File: config.mk
export PLATFORM = sky130hd
export DESIGN_NAME = uart_cmd_parser
export DESIGN_NICKNAME = d
export VERILOG_FILES = /design/src/rtl/uart_cmd_pkg.sv /design/src/rtl/uart_cmd_parser.sv
export SDC_FILE = /design/constraint.sdc
export NUM_CORES = 1
export LEC_CHECK = 0
export CORE_MARGIN = 2
export CORE_UTILIZATION = 60
export CTS_BUF_LIST = sky130_fd_sc_hd__clkbuf_8
export DETAILED_ROUTE_END_ITERATION = 6
export PLACE_DENSITY_LB_ADDON = 0.08
export SETUP_SLACK_MARGIN = 0.4
export SLEW_MARGIN = 20
export SYNTH_ARGS = -nofsm -noshare
export SYNTH_HDL_FRONTEND = slang
export SYNTH_SLANG_ARGS = --single-unit
export TNS_END_PERCENT = 50
File: constraint.sdc
create_clock -name clock -period 4.55 [get_ports clock]
set_input_delay 0.91 -clock clock [delete_from_list [all_inputs] [get_ports clock]]
set_output_delay 0.91 -clock clock [all_outputs]
set_load 0.005 [all_outputs]
File: src/rtl/uart_cmd_pkg.sv
`default_nettype none
// ============================================================================
// Module      : uart_cmd_pkg
// Description : Shared state encodings, frame constants and opcodes for the
//               UART command frame parser and the register block it feeds.
// Revision    : 1.0 - initial release
// ============================================================================
package uart_cmd_pkg;

  typedef enum logic [2:0] {
    ST_SYNC   = 3'd0,
    ST_OPCODE = 3'd1,
    ST_ADDR   = 3'd2,
    ST_DATA   = 3'd3,
    ST_CHECK  = 3'd4
  } state_e;

  localparam logic [7:0] C_SYNC_BYTE_DEFAULT = 8'hA5;
  localparam int         C_FRAME_BYTES       = 5;

  // Opcodes understood by the downstream register/control block.
  localparam logic [7:0] C_OP_NOP   = 8'h00;
  localparam logic [7:0] C_OP_WRITE = 8'h01;
  localparam logic [7:0] C_OP_READ  = 8'h02;
  localparam logic [7:0] C_OP_RESET = 8'h07;

endpackage : uart_cmd_pkg
`default_nettype wire

File: src/rtl/uart_cmd_parser.sv
`default_nettype none
// ============================================================================
// Module      : uart_cmd_parser
// Description : Assembles 5-byte sync/opcode/addr/data/checksum frames from a
//               UART byte stream and emits a command or error strobe.
//               Optional idle timeout: define UART_CMD_PARSER_TIMEOUT_EN.
// Revision    : 1.0 - initial release
// ============================================================================
module uart_cmd_parser
  import uart_cmd_pkg::*;
#(
  parameter logic [7:0] SYNC_BYTE      = C_SYNC_BYTE_DEFAULT,
  parameter int         TIMEOUT_CLOCKS = 1024
) (
  input  logic       clock,
  input  logic       reset,
  input  logic [7:0] data_i,
  input  logic       valid_i,
  output logic       cmd_valid_o,
  output logic [7:0] cmd_opcode_o,
  output logic [7:0] cmd_addr_o,
  output logic [7:0] cmd_data_o,
  output logic       err_o,
  output logic       busy_o
);

  state_e     state_q, state_d;
  logic [7:0] op_q, op_d;
  logic [7:0] addr_q, addr_d;
  logic [7:0] data_q, data_d;
  logic [7:0] sum_q, sum_d;
  logic       cmd_valid_q, cmd_valid_d;
  logic       err_q, err_d;
  logic [7:0] out_op_q, out_op_d;
  logic [7:0] out_addr_q, out_addr_d;
  logic [7:0] out_data_q, out_data_d;
  logic       w_tmo_expire;

`ifdef UART_CMD_PARSER_TIMEOUT_EN
  localparam int TW = $clog2(TIMEOUT_CLOCKS);
  localparam logic [TW-1:0] C_TMO_MAX = TW'(TIMEOUT_CLOCKS - 1);

  logic [TW-1:0] tmo_cnt_q, tmo_cnt_d;

  // A byte arriving on the expiry cycle wins, so expiry is qualified by !valid_i.
  assign w_tmo_expire = (state_q != ST_SYNC) && !valid_i && (tmo_cnt_q == C_TMO_MAX);

  always_comb begin
    tmo_cnt_d = tmo_cnt_q + 1'b1;
    if (valid_i || (state_q == ST_SYNC) || w_tmo_expire) begin
      tmo_cnt_d = '0;
    end
  end

  always_ff @(posedge clock) begin
    if (reset) begin
      tmo_cnt_q <= '0;
    end else begin
      tmo_cnt_q <= tmo_cnt_d;
    end
  end
`else
  logic w_unused_tmo;
  assign w_unused_tmo = (TIMEOUT_CLOCKS > 0);
  assign w_tmo_expire = 1'b0;
`endif

  always_comb begin
    state_d     = state_q;
    op_d        = op_q;
    addr_d      = addr_q;
    data_d      = data_q;
    sum_d       = sum_q;
    cmd_valid_d = 1'b0;
    err_d       = 1'b0;
    out_op_d    = out_op_q;
    out_addr_d  = out_addr_q;
    out_data_d  = out_data_q;

    if (valid_i) begin
      case (state_q)
        ST_SYNC: begin
          if (data_i == SYNC_BYTE) begin
            state_d = ST_OPCODE;
            sum_d   = '0;
          end
        end
        ST_OPCODE: begin
          op_d    = data_i;
          sum_d   = data_i;
          state_d = ST_ADDR;
        end
        ST_ADDR: begin
          addr_d  = data_i;
          sum_d   = sum_q + data_i;
          state_d = ST_DATA;
        end
        ST_DATA: begin
          data_d  = data_i;
          sum_d   = sum_q + data_i;
          state_d = ST_CHECK;
        end
        ST_CHECK: begin
          if (data_i == sum_q) begin
            cmd_valid_d = 1'b1;
            out_op_d    = op_q;
            out_addr_d  = addr_q;
            out_data_d  = data_q;
          end else begin
            err_d = 1'b1;
          end
          state_d = ST_SYNC;
        end
        default: state_d = ST_SYNC;
      endcase
    end else if (w_tmo_expire) begin
      state_d = ST_SYNC;
    end
  end

  always_ff @(posedge clock) begin
    if (reset) begin
      state_q     <= ST_SYNC;
      op_q        <= '0;
      addr_q      <= '0;
      data_q      <= '0;
      sum_q       <= '0;
      cmd_valid_q <= 1'b0;
      err_q       <= 1'b0;
      out_op_q    <= '0;
      out_addr_q  <= '0;
      out_data_q  <= '0;
    end else begin
      state_q     <= state_d;
      op_q        <= op_d;
      addr_q      <= addr_d;
      data_q      <= data_d;
      sum_q       <= sum_d;
      cmd_valid_q <= cmd_valid_d;
      err_q       <= err_d;
      out_op_q    <= out_op_d;
      out_addr_q  <= out_addr_d;
      out_data_q  <= out_data_d;
    end
  end

  assign cmd_valid_o  = cmd_valid_q;
  assign err_o        = err_q;
  assign cmd_opcode_o = out_op_q;
  assign cmd_addr_o   = out_addr_q;
  assign cmd_data_o   = out_data_q;
  assign busy_o       = (state_q != ST_SYNC);

endmodule : uart_cmd_parser
`default_nettype wire

==> reports/qor.yml <==
boundaryPins: 38
dp_slack_ns: 1.38
fin_crit_ns: 2.83
top_layer_used: "met4"
core_area_sq_mm: 0.00432
synth_edf_count: 0
wl_per_cell_um: 13.9
fmax_mhz: 353
synth_ff_type: "dfxtp_1"
fin_skew_ns: 0.00701
startpoint: "data_i[3]"
fin_setup_tns_ns: 0
htreeDepth: 3
hold_viol: 0
io_buffers: 37
antenna_found_initial: 0
drt_iter0_drc: 140
critPathKind: "input port to flip-flop"
ant_nets: 0
die_w_um: 70.6
ys_ff_latch: 61
register_area_sq_mm: 0.00122
postCtsSetupRepairBufs: 0
crit_family: "buffers and inverters"
rows: 24
cellLeakagePower_nw: 1.30
cts_root_buf: "clkbuf_8"
num-fill-cells: 359
syn_inst: 309
slew_headroom: 0.267
diodes: 0
r2r-start: "state_q[0]"
met3WireLength_um: 298
grt_use_total: 0.247
min_path_type: "flip-flop to flip-flop"
wl_met1_um: 2570
crit_buf_inv: 2
endpoint_kind: "flip-flop"
dr.pass1.iters: 5
powerDensity_mw_per_mm2: 315
cts_tree: "built"
globalplace.congestion: 0.916
met2_length_um: 2610
gr-total-overflow: 0
dpl.hpwl_um: 3640
cts_made_buffers: 9
finalWorstSetupSlack_ns: 1.72
nNetsFinal: 359
stdcell_area_sq_mm: 0.00319
clock_sinks: 61
slew_viol_final: 0
async_flop_share: 0
vias: 2191
syn_to_final_growth_pct: 19.7
drcViolationCount: 0
peakVddDrop_v: 0.000225
multi_input_area_sq_mm: 0.00133
status: "complete, no violations"
wl_um: 5540
worstHoldStart: "data_q[4]"
whs_ns: 0.452
viasPerCell: 5.52
placed_cell_area_sq_mm: 0.00301
min_period_over_period: 0.623
critPathRequiredTime_ns: 4.73
synth.avg_cell_area_sq_um: 8.62
grt_first_pass_wirelength_um: 9600
synth_fp_nets: 328
clock_path_buffers: 2
start_kind: "input port"
rsz0062_at_grt: "no"
drive_gt1_frac: 0.0667
critPathArrivalTime_ns: 3.01
yosys_warnings: 0
worstSkewPairLatency_ns: 0.33
crit_chain: "clkdlybuf4s50_1 -> ha_1 -> nor4_1 -> and3_1 -> nand2b_1 -> buf_4 -> mux2i_1 -> nor2_1"
setup_violations: 0
die_area_sq_mm: 0.00499
worstPathMaxFanout: 25
tightestPinTransition_ns: 1.10
ctsHoldBuffers: 0
cap_violations: 0
dieHeight_um: 70.6
cts_resized: 0
ys_seq_area_frac: 0.458
synth_cell_type_count: 38
crit_path_top_delay_cell: "clkdlybuf4s50_1"
clk_pin_slew_ns: 0.06
synth_area_sq_mm: 0.00266
grt_max_degree: 64
initial_core_util: 0.616
first_global_vias: 2037
slowest_delay_ns: 0.57
## layout make-up
type                            count  area share
Multi-Input combinational cell    225       0.417
Sequential cell                    61       0.383
Timing Repair Buffer               39       0.119
Clock buffer                       11      0.0475
Tap cell                           52      0.0204
Clock inverter                      5     0.00824
Inverter                            4     0.00471
## flip-flops by register name, summed over array words and instances, names as in the netlist
| name | flops |
|---|---|
| addr_q | 8 |
| cmd_addr_o | 8 |
| cmd_data_o | 8 |
| cmd_opcode_o | 8 |
| data_q | 8 |
| op_q | 8 |
| sum_q | 8 |
| state_q | 3 |
| cmd_valid_o | 1 |
| err_o | 1 |
## layer usage
metal  GRT usage  vias up
met1       0.323      998
met3      0.0484        7
li1            -     1119
met2       0.386       67
met4       0.136        0
met5           0        -
## cells in the final DEF, fill, tap and decap left out, types with 3 or more instances in the layout
| cell type | instances |
|---|---|
| a211oi_1 | 4 |
| nor2b_1 | 5 |
| or3_1 | 3 |
| dfxtp_1 | 61 |
| o21ai_0 | 9 |
| ha_1 | 7 |
| nand2b_1 | 9 |
| clkdlybuf4s50_1 | 36 |
| a21oi_1 | 37 |
| nor2_1 | 35 |
| nand2_1 | 57 |
| inv_1 | 5 |
| nand3_1 | 3 |
| mux2i_1 | 25 |
| nor3_1 | 4 |
| clkbuf_8 | 11 |
| clkinv_2 | 3 |
## worst reg2reg max path: stages, from the launching register on
cell	delay, ns
dfxtp_1	0.49
nor2b_1	0.64
nand2_1	0.40
nand2_1	0.18
a21oi_1	0.08
## synth_stat cells (2+ instances only)
cell,number,area [sq um]
dfxtp_1,61,1220
nand2_1,57,214
a21oi_1,37,185
nor2_1,35,131
mux2i_1,25,250
clkbuf_1,13,48.8
nand2b_1,9,56.3
o21ai_0,9,45.0
ha_1,7,87.6
nor2b_1,5,31.3
a211oi_1,4,30.0
inv_1,4,15.0
nor3_1,4,20.0
buf_4,3,22.5
nand3_1,3,15.0
or3_1,3,18.8
a21o_1,2,15.0
a22oi_1,2,15.0
a311oi_2,2,30.0
a32oi_1,2,17.5
and3_1,2,12.5
buf_6,2,22.5
nand3b_1,2,15.0
o41ai_1,2,17.5
## through the flow
step	instances	utilization	power, mW
global placement	381	0.696	0.588
global route	397	0.737	1.03
CTS	397	0.737	1.01
floorplan	309	-	0.567
finish	397	0.737	1.00
detailed placement	381	0.696	0.588
## worst paths after layout
path,end,slack [ns],cells past startpoint
max,cmd_addr_o[2],1.72,8
min,data_q[4],0.45,2
max reg2reg,op_q[5],2.60,4
min reg2reg,data_q[4],0.45,2
## logic make-up (layout without fill, tap and decap cells)
kind of cell / count (synthesis) / count (layout) / share of synthesized area
buffers and inverters: 23 / 59 / 0.0427
adder cells (fa/ha/maj): 8 / 8 / 0.0404
AO/OA/AOI/OAI: 63 / 63 / 0.143
AND/OR/NAND/NOR: 128 / 128 / 0.218
XOR/XNOR: 1 / 1 / 0.00329
flip-flops: 61 / 61 / 0.458
multiplexers: 25 / 25 / 0.0939
## where the power goes
| part | switching, mW | leakage, nW | internal (mW) |
|---|---|---|---|
| clock network | 0.205 | 0.0963 | 0.222 |
| logic | 0.0270 | 0.712 | 0.0153 |
| registers | 0.000288 | 0.491 | 0.534 |
| total | 0.233 | 1.30 | 0.772 |
Power figures use the tool's default switching activity.
